[src/rtl/mbist_march_ctrl.sv]
// rtl/mbist_march_ctrl.sv - March C- BIST engine driving a single-port memory
// Issues one op per cycle, compares read data two cycles later, logs first miscompare.
module mbist_march_ctrl #(
  parameter int DATA_WIDTH = 8,
  parameter int ADDR_WIDTH = 4,
  parameter int LAST_ADDR  = 2**ADDR_WIDTH-1,
  parameter int CNT_WIDTH  = 16
) (
  input  logic                  clk,
  input  logic                  rst,
  input  logic                  start,
  output logic                  busy,
  output logic                  done,
  output logic                  fail,
  output logic [ADDR_WIDTH-1:0] fail_addr,
  output logic [DATA_WIDTH-1:0] fail_syndrome,
  output logic [CNT_WIDTH-1:0]  err_count,
  output logic                  write_read,
  output logic [ADDR_WIDTH-1:0] address,
  output logic [DATA_WIDTH-1:0] wdata,
  input  logic [DATA_WIDTH-1:0] rdata
);

  localparam logic [ADDR_WIDTH-1:0] LAST_A  = ADDR_WIDTH'(LAST_ADDR);
  localparam logic [ADDR_WIDTH-1:0] ONE_A   = ADDR_WIDTH'(1);
  localparam logic [CNT_WIDTH-1:0]  ONE_C   = CNT_WIDTH'(1);
  localparam logic [DATA_WIDTH-1:0] ONES    = '1;

  typedef enum logic [2:0] {S_IDLE, S_PRE, S_RUN, S_DRAIN, S_DONE} state_t;

  // Position of an op in the march: element 0..5, address, and which op of the pair.
  typedef struct packed {
    logic [2:0]            elem;
    logic [ADDR_WIDTH-1:0] addr;
    logic                  ph;
  } pos_t;

  function automatic pos_t advance(input pos_t p);
    pos_t n;
    logic two_op;
    logic down;
    logic at_end;
    n      = p;
    two_op = (p.elem != 3'd0) && (p.elem != 3'd5);
    down   = (p.elem == 3'd3) || (p.elem == 3'd4);
    at_end = down ? (p.addr == '0) : (p.addr == LAST_A);
    if (two_op && !p.ph) begin
      n.ph = 1'b1;
    end else begin
      n.ph = 1'b0;
      if (at_end) begin
        n.elem = p.elem + 3'd1;
        n.addr = ((n.elem == 3'd3) || (n.elem == 3'd4)) ? LAST_A : '0;
      end else if (down) begin
        n.addr = p.addr - ONE_A;
      end else begin
        n.addr = p.addr + ONE_A;
      end
    end
    return n;
  endfunction

  function automatic logic op_is_write(input pos_t p);
    return (p.elem == 3'd0) || p.ph;
  endfunction

  // Write data for writes, expected data for reads.
  function automatic logic [DATA_WIDTH-1:0] op_data(input pos_t p);
    logic ones;
    if (op_is_write(p)) ones = (p.elem == 3'd1) || (p.elem == 3'd3);
    else                ones = (p.elem == 3'd2) || (p.elem == 3'd4);
    return ones ? ONES : '0;
  endfunction

  state_t                r_state;
  pos_t                  r_pos;
  logic                  r_armed;
  logic                  r_fin;
  logic                  r_drain;
  logic                  r_busy;
  logic                  r_done;
  logic                  r_fail;
  logic [ADDR_WIDTH-1:0] r_fail_addr;
  logic [DATA_WIDTH-1:0] r_fail_syn;
  logic [CNT_WIDTH-1:0]  r_err;
  logic                  r_write_read;
  logic [ADDR_WIDTH-1:0] r_address;
  logic [DATA_WIDTH-1:0] r_wdata;
  logic                  r_cur_rd;
  logic [DATA_WIDTH-1:0] r_cur_exp;
  logic                  r_s1_vld, r_s2_vld;
  logic [ADDR_WIDTH-1:0] r_s1_addr, r_s2_addr;
  logic [DATA_WIDTH-1:0] r_s1_exp, r_s2_exp;

  pos_t                  w_n1;
  logic                  w_issue;
  logic                  w_miscmp;

  always_comb begin
    w_n1     = advance(r_pos);
    w_issue  = (r_state == S_PRE) || ((r_state == S_RUN) && !r_fin);
    w_miscmp = r_s2_vld && (rdata != r_s2_exp);
  end

  always_ff @(posedge clk or posedge rst) begin
    if (rst) begin
      r_state      <= S_IDLE;
      r_pos        <= '0;
      r_armed      <= 1'b0;
      r_fin        <= 1'b0;
      r_drain      <= 1'b0;
      r_busy       <= 1'b0;
      r_done       <= 1'b0;
      r_fail       <= 1'b0;
      r_fail_addr  <= '0;
      r_fail_syn   <= '0;
      r_err        <= '0;
      r_write_read <= 1'b0;
      r_address    <= '0;
      r_wdata      <= '0;
      r_cur_rd     <= 1'b0;
      r_cur_exp    <= '0;
      r_s1_vld     <= 1'b0;
      r_s1_addr    <= '0;
      r_s1_exp     <= '0;
      r_s2_vld     <= 1'b0;
      r_s2_addr    <= '0;
      r_s2_exp     <= '0;
    end else begin
      r_done    <= 1'b0;
      r_s1_vld  <= r_cur_rd;
      r_s1_addr <= r_address;
      r_s1_exp  <= r_cur_exp;
      r_s2_vld  <= r_s1_vld;
      r_s2_addr <= r_s1_addr;
      r_s2_exp  <= r_s1_exp;

      if (w_miscmp) begin
        if (!r_fail) begin
          r_fail      <= 1'b1;
          r_fail_addr <= r_s2_addr;
          r_fail_syn  <= rdata ^ r_s2_exp;
        end
        if (r_err != '1) r_err <= r_err + ONE_C;
      end

      // wdata always carries the data of the op one step ahead of the bus.
      if (w_issue) begin
        r_state      <= S_RUN;
        r_write_read <= op_is_write(r_pos);
        r_address    <= r_pos.addr;
        r_wdata      <= op_data(w_n1);
        r_cur_rd     <= !op_is_write(r_pos);
        r_cur_exp    <= op_data(r_pos);
        r_fin        <= (r_pos.elem == 3'd5) && (r_pos.addr == LAST_A);
        r_pos        <= w_n1;
      end

      case (r_state)
        S_IDLE: begin
          if (r_armed) begin
            r_armed <= 1'b0;
            r_state <= S_PRE;
            r_busy  <= 1'b1;
            r_wdata <= '0;
            r_pos   <= '0;
          end else if (start) begin
            r_armed     <= 1'b1;
            r_fail      <= 1'b0;
            r_fail_addr <= '0;
            r_fail_syn  <= '0;
            r_err       <= '0;
          end
        end
        S_RUN: begin
          if (r_fin) begin
            r_state      <= S_DRAIN;
            r_fin        <= 1'b0;
            r_drain      <= 1'b0;
            r_write_read <= 1'b0;
            r_wdata      <= '0;
            r_cur_rd     <= 1'b0;
          end
        end
        S_DRAIN: begin
          if (r_drain) begin
            r_state   <= S_DONE;
            r_busy    <= 1'b0;
            r_done    <= 1'b1;
            r_address <= '0;
          end else begin
            r_drain <= 1'b1;
          end
        end
        S_DONE: r_state <= S_IDLE;
        default: ;
      endcase
    end
  end

  assign busy          = r_busy;
  assign done          = r_done;
  assign fail          = r_fail;
  assign fail_addr     = r_fail_addr;
  assign fail_syndrome = r_fail_syn;
  assign err_count     = r_err;
  assign write_read    = r_write_read;
  assign address       = r_address;
  assign wdata         = r_wdata;

endmodule

[config.mk]
export PLATFORM = sky130hd
export DESIGN_NAME = mbist_march_ctrl
export DESIGN_NICKNAME = d
export VERILOG_FILES = /design/src/rtl/mbist_march_ctrl.sv
export SDC_FILE = /design/constraint.sdc
export NUM_CORES = 1
export LEC_CHECK = 0
export CORE_UTILIZATION = 54
export DETAILED_ROUTE_END_ITERATION = 7
export PLACE_DENSITY_LB_ADDON = 0.08
export SLEW_MARGIN = 30
export SYNTH_ARGS = -nofsm -noshare
export SYNTH_HDL_FRONTEND = slang
export SYNTH_SLANG_ARGS = --single-unit
[constraint.sdc]
create_clock -name clk -period 2.6 [get_ports clk]
set_input_delay 0.52 -clock clk [delete_from_list [all_inputs] [get_ports clk]]
set_output_delay 0.52 -clock clk [all_outputs]
set_load 0.02 [all_outputs]
Word-level counts from Yosys, hierarchy flattened
Cells that the tools add are included.
{"block": "word_totals", "ff_bits": 93, "output_inout_bits": 44}
{"block": "op_classes", "mux": 65, "n_reduce_logical": 26, "add_sub_neg": 4, "bitwise_logic": 1, "eq_ne": 22}
{"op": "2-to-1 mux 8 bit", "n": 13}
{"op": "2-to-1 mux 16 bit", "n": 5}
{"op": "2-to-1 mux 4 bit", "n": 11}
{"op": "2-to-1 mux 1 bit", "n": 26}
{"op": "equality test 3 x 2 -> 1 bit, second input constant", "n": 7}
{"op": "adder 16 x 1 -> 16 bit, second input constant", "n": 1}
{"op": "inequality test 16 bit, second input constant", "n": 1}
{"op": "one-hot mux 8 bit (2 select lines)", "n": 1}
{"op": "equality test 3 bit, second input constant", "n": 5}
{"op": "2-to-1 mux 3 bit", "n": 5}
{"op": "one-hot mux 3 bit (4 select lines)", "n": 1}
{"op": "equality test 3 x 1 -> 1 bit, second input constant", "n": 3}
{"op": "zero test 3 bit", "n": 3}
{"op": "logical OR 1 bit", "n": 9}
{"op": "inequality test 8 bit", "n": 1}
{"op": "bitwise XOR 8 bit", "n": 1}
{"op": "2-to-1 mux 7 bit", "n": 1}
{"op": "inequality test 2 bit, second input constant", "n": 3}
{"op": "logical AND 1 bit", "n": 5}
{"op": "adder 4 x 1 -> 4 bit, second input constant", "n": 1}
{"op": "equality test 4 bit, second input constant", "n": 1}
{"op": "zero test 4 bit", "n": 1}
{"op": "one-hot mux 1 bit (2 select lines)", "n": 2}
{"op": "nonzero test 2 bit", "n": 2}
{"op": "other kinds (7)", "n": 9}

Depth between registers and ports, before layout
{"block": "depth", "word_depth": 14, "depth_mapped": 10, "depth_no_buf": 10}

Least setup slack after synthesis
Ideal clock, no wire load.
{"block": "synth_timing", "path_kind": "reg2reg", "from": "register r_pos[5] (netlist name)", "to": "register r_pos[4] (netlist name)", "setup_time_ns": 0.127, "required_time_ns": 2.473, "path_slack_ns": 0.313, "stages_incl_launch_ff": 11, "period_less_slack_ns": 2.287, "t_arrival_ns": 2.159, "path_cell_list": "dfrtp_1 > inv_1 > ha_1 > mux2i_4 > inv_1 > ha_1 > a21o_2 > a21oi_1 > xnor2_1 > o21bai_1 > o2bb2ai_1"}
{"block": "synth_via", "elab_chain_len": 9, "word_cells_on_any_way": 19, "classes_between": "add/sub: 1; eq/ne: 5; mux: 8; reduce/logical: 5"}
{"element": "start, declared", "line_no": "76", "source": "pos_t r_pos;"}
{"element": "start signal, assigned", "line_no": "156", "source": "r_pos <= w_n1;"}
{"element": "adder 3 x 1 -> 3 bit", "line_no": "52", "source": "n.elem = p.elem + 3'd1;"}
{"element": "equality test 3 x 2 -> 1 bit / equality test 3 bit (equally long branches)", "line_no": "53", "source": "n.addr = ((n.elem == 3'd3) || (n.elem == 3'd4)) ? LAST_A : '0;"}
{"element": "logical OR 1 bit", "line_no": "53"}
{"element": "2-to-1 mux 4 bit", "line_no": "53"}
{"element": "2-to-1 mux 4 bit", "line_no": "51", "source": "if (at_end) begin"}
{"element": "2-to-1 mux 7 bit (*)", "line_no": "47", "source": "if (two_op && !p.ph) begin"}
{"element": "2-to-1 mux 8 bit (*)", "line_no": "148", "source": "if (w_issue) begin"}
{"element": "2-to-1 mux 8 bit", "line_no": "161", "source": "if (r_armed) begin"}
{"element": "2-to-1 mux 8 bit (*)", "line_no": "159", "source": "case (r_state)"}
Every way passes the cells marked *; elsewhere a longest branch is shown, timed or not.
A chain may end at the register's enable or synchronous reset.

Worst setup path in the final report
Ends and elaborated chain as after synthesis.

==> summary.txt <==
Global routing
  – Vias in the first global route: 2734
  – First-pass GRT wire length: 12700 um
  – Overflow after GRT: 0
  – Initial antenna violation count: 0
  – Maximum number of pins on one net before global-route repair: 39
  – Total GRT Usage: 22.9%

Critical path
  – Crit Reg-Reg Endpoint: r_pos[4]
  – Critical path arrival: 2.57 ns
  – Setup crit end kind: flop
  – CP Class: flop to flop
  – Launching point of the worst reg2reg path: r_pos[5]
  – R2R setup slack: 0.25 ns
  – CP max FO: 7
  – Worst EP required: 2.82 ns
  – Critical Path Max Stage Delay: 0.46 ns
  – Launch point of the worst path: r_pos[5]
  – Slowest-stage cell, CP: dfrtp_2
  – Setup crit start kind: flop
  – R2R depth: 10
  – Crit path cell chain: inv_1 -> ha_1 -> mux2i_4 -> inv_1 -> ha_1 -> a21o_2 -> a21oi_1 -> xnor2_1 -> o21bai_1 -> o2bb2ai_1

Power and ir drop
  – Int Pwr: 1.66 mW
  – Reg power frac: 54.0%
  – Total power: 2.24 mW
  – Pwr/cell area: 503 nW/um^2
  – NetSw: 0.583 mW
  – Leak: 1.84 nW
  – Clock Power Share: 34.3%
  – Comb pwr share: 11.7%
  – Switch share: 26.0%
  – Worst IR Drop VDD: 0.000424 V

CTS
  – CTS buffer count: 9
  – # hold bufs at CTS: 0
  – Clock transition at path regs: 0.07 ns
  – Worst-Skew Late Latency: 0.35 ns
  – CTS Buffer Depth: 2
  – TritonCTS clock tree: built
  – CTS Root Cell: clkbuf_8
  – H-tree depth: 3
  – # clock sinks: 72

Layout
  – Post-layout instance area: 4450 sq um
  – Leading cell type in the layout, fill and taps excluded: dfrtp_1
  – # fillers: 500
  – Layout cells sized above 1: 12.7%
  – Most frequent cells in the layout: dfrtp_1 (70), clkdlybuf4s50_1 (54), nand2_1 (32)
  – Final #Nets: 425
  – Layout Utilization: 69.3%
  – Antenna Cells: 0
  – Area delta synth->final: 22.9%

Min path
  – Hold Path Sink: r_s2_addr[2]
  – HP Class: flop to flop
  – Hold path startpoint: r_s1_addr[2]
  – Hold depth: 0

Die
  – Initial Utilization: 56.4%
  – Die X: 83.9 um
  – Core area: 6420 sq um
  – Core Rows: 29
  – Die Y: 83.9 um
  – IO Count: 55
  – Die area: 7040 sq um

Routing
  – First drt pass iteration count: 6
  – Drt wl/cell: 15.1 um
  – Via-per-instance ratio: 5.80
  – Via count: 2817
  – First DRT Iteration DRCs: 168
  – Final antenna-violating net count: 0
  – WL final: 7340 um
  – DRC: 8

Synthesis
  – Yosys warns: 0
  – Post-synth EDFFs: 0
  – Syn Std Cell Area: 3620 sq um
  – Area contributors post-synth: dfrtp_1 (50%), mux2i_1 (3.3%), nand2_1 (3.3%)
  – Synth top area share: 49.7%
  – Top cell type by total area after synthesis: dfrtp_1
  – Ys flop type: dfrtp_1
  – Cells after synthesis: 344
  – Post-synthesis sequential area ratio: 49.7%
  – Unique masters post-synth: 60
  – Post-synthesis net count: 365
  – FF+latch count, synth: 72
  – Synthesized area per cell: 10.5 sq um
  – Asr flop ratio synth: 100%

Timing
  – Worst slew margin: 65.9%
  – Maximum clock rate: 425 MHz
  – Setup Skew: 0.0108 ns
  – Final worst-path cycle share: 90.5%
  – Post-layout min period: 2.35 ns
  – Setup TNS: 0 ns
  – RSZ-0062 raised after global routing: false
  – Max Slew Vio Count: 0
  – Worst setup margin: 0.247 ns
  – Final setup fails: 0
  – Final hold violations: 0
  – Tightest Pin Transition: 0.507 ns

Flow run
  – Max-Cap Viols: 0

Run status
  – Status: finished with violations
  – Failing checks: DRC

Placed design
  – Port buffer count: 54
  – Post-DP Area: 4290 sq um
  – Post-DP HPWL: 5110 um
  – GPL Wtd Cong: 0.862
  – Pre-CTS WS: 0.137 ns
==> power groups by stage <==
stage | clock, mW | sequential (mW) | combinational [mW]
after floorplan | 0 | 1.27 | 0.0850
after global placement | 0 | 1.23 | 0.260
after detailed placement | 0 | 1.23 | 0.264
after CTS | 0.790 | 1.21 | 0.265
after global routing | 0.826 | 1.22 | 0.283
final | 0.769 | 1.21 | 0.262
==> synth_stat cells (6+ instances only) <==
master / instances
a211oi_1: 9
a21oi_1: 22
clkbuf_1: 9
dfrtp_1: 72
ha_1: 9
inv_1: 16
mux2i_1: 12
nand2_1: 32
nand2b_1: 8
nand3_1: 10
nor2_1: 25
nor4_1: 6
o21ai_0: 15
o21ai_1: 11
xnor2_1: 12
==> flip-flops by register name, summed over array words and instances (netlist names), 3 cells and up <==
name           count
r_s1_addr          4
r_state            3
fail_addr          4
r_s2_addr          4
r_pos              8
err_count         16
address            4
fail_syndrome      8
wdata              8
==> through the flow <==
stage                     hold slack (ns)  std cells
after floorplan                     0.331        344
after global placement              0.332        470
after detailed placement            0.336        470
after CTS                           0.352        486
after global routing                0.353        486
final                               0.350        486
==> kinds of logic after synthesis <==
logic type      Yosys count  synth area share, %
compound gates           85                 16.1
xor+xnor                 12                 2.90
fa+ha+maj                10                 3.66
buf+inv                  32                 4.04
flops                    72                 49.7
mux                      19                 7.15
simple gates            114                 16.4
==> what timing repair did <==
action,in CTS,in global routing
resized for setup,0,2
endpoints found under the setup margin,0,4
setup buffers,0,0
==> final cells by class <==
| class | count | area (sq um) | share of cell area [%] |
|---|---|---|---|
| repair buffers | 65 | 648 | 14.6 |
| multi-input cells | 240 | 1680 | 37.7 |
| clock inverters | 4 | 20.0 | 0.450 |
| clock buffers | 12 | 145 | 3.26 |
| flip-flops and latches | 72 | 1800 | 40.5 |
| well taps | 77 | 96.3 | 2.16 |
| inverters | 16 | 60.1 | 1.35 |
==> critical path: cells and delay by family, from the launching register on <==
family | cells | cell delay (ns)
flops | 1 | 0.46
xor+xnor | 1 | 0.16
compound gates | 4 | 0.59
buf+inv | 2 | 0.22
mux | 1 | 0.26
fa+ha+maj | 2 | 0.53
==> metal layers <==
layer | up-vias | routed length (um) | GRT usage (%)
met1 | 1387 | 3330 | 29.5
met3 | 12 | 301 | 3.56
li1 | 1354 | - | -
met4 | 0 | 140 | 11.4
met2 | 64 | 3570 | 37.6
met5 | - | 0 | 0
==> worst max-delay path by stage <==
stage	cells after the start	end
final	10	r_pos[4]
after global routing	10	r_pos[4]
after CTS	10	r_pos[4]
after detailed placement	7	err_count[4]
after global placement	7	err_count[4]
after floorplan	1	address[0]
No activity file was read; power rests on OpenSTA's default activity.
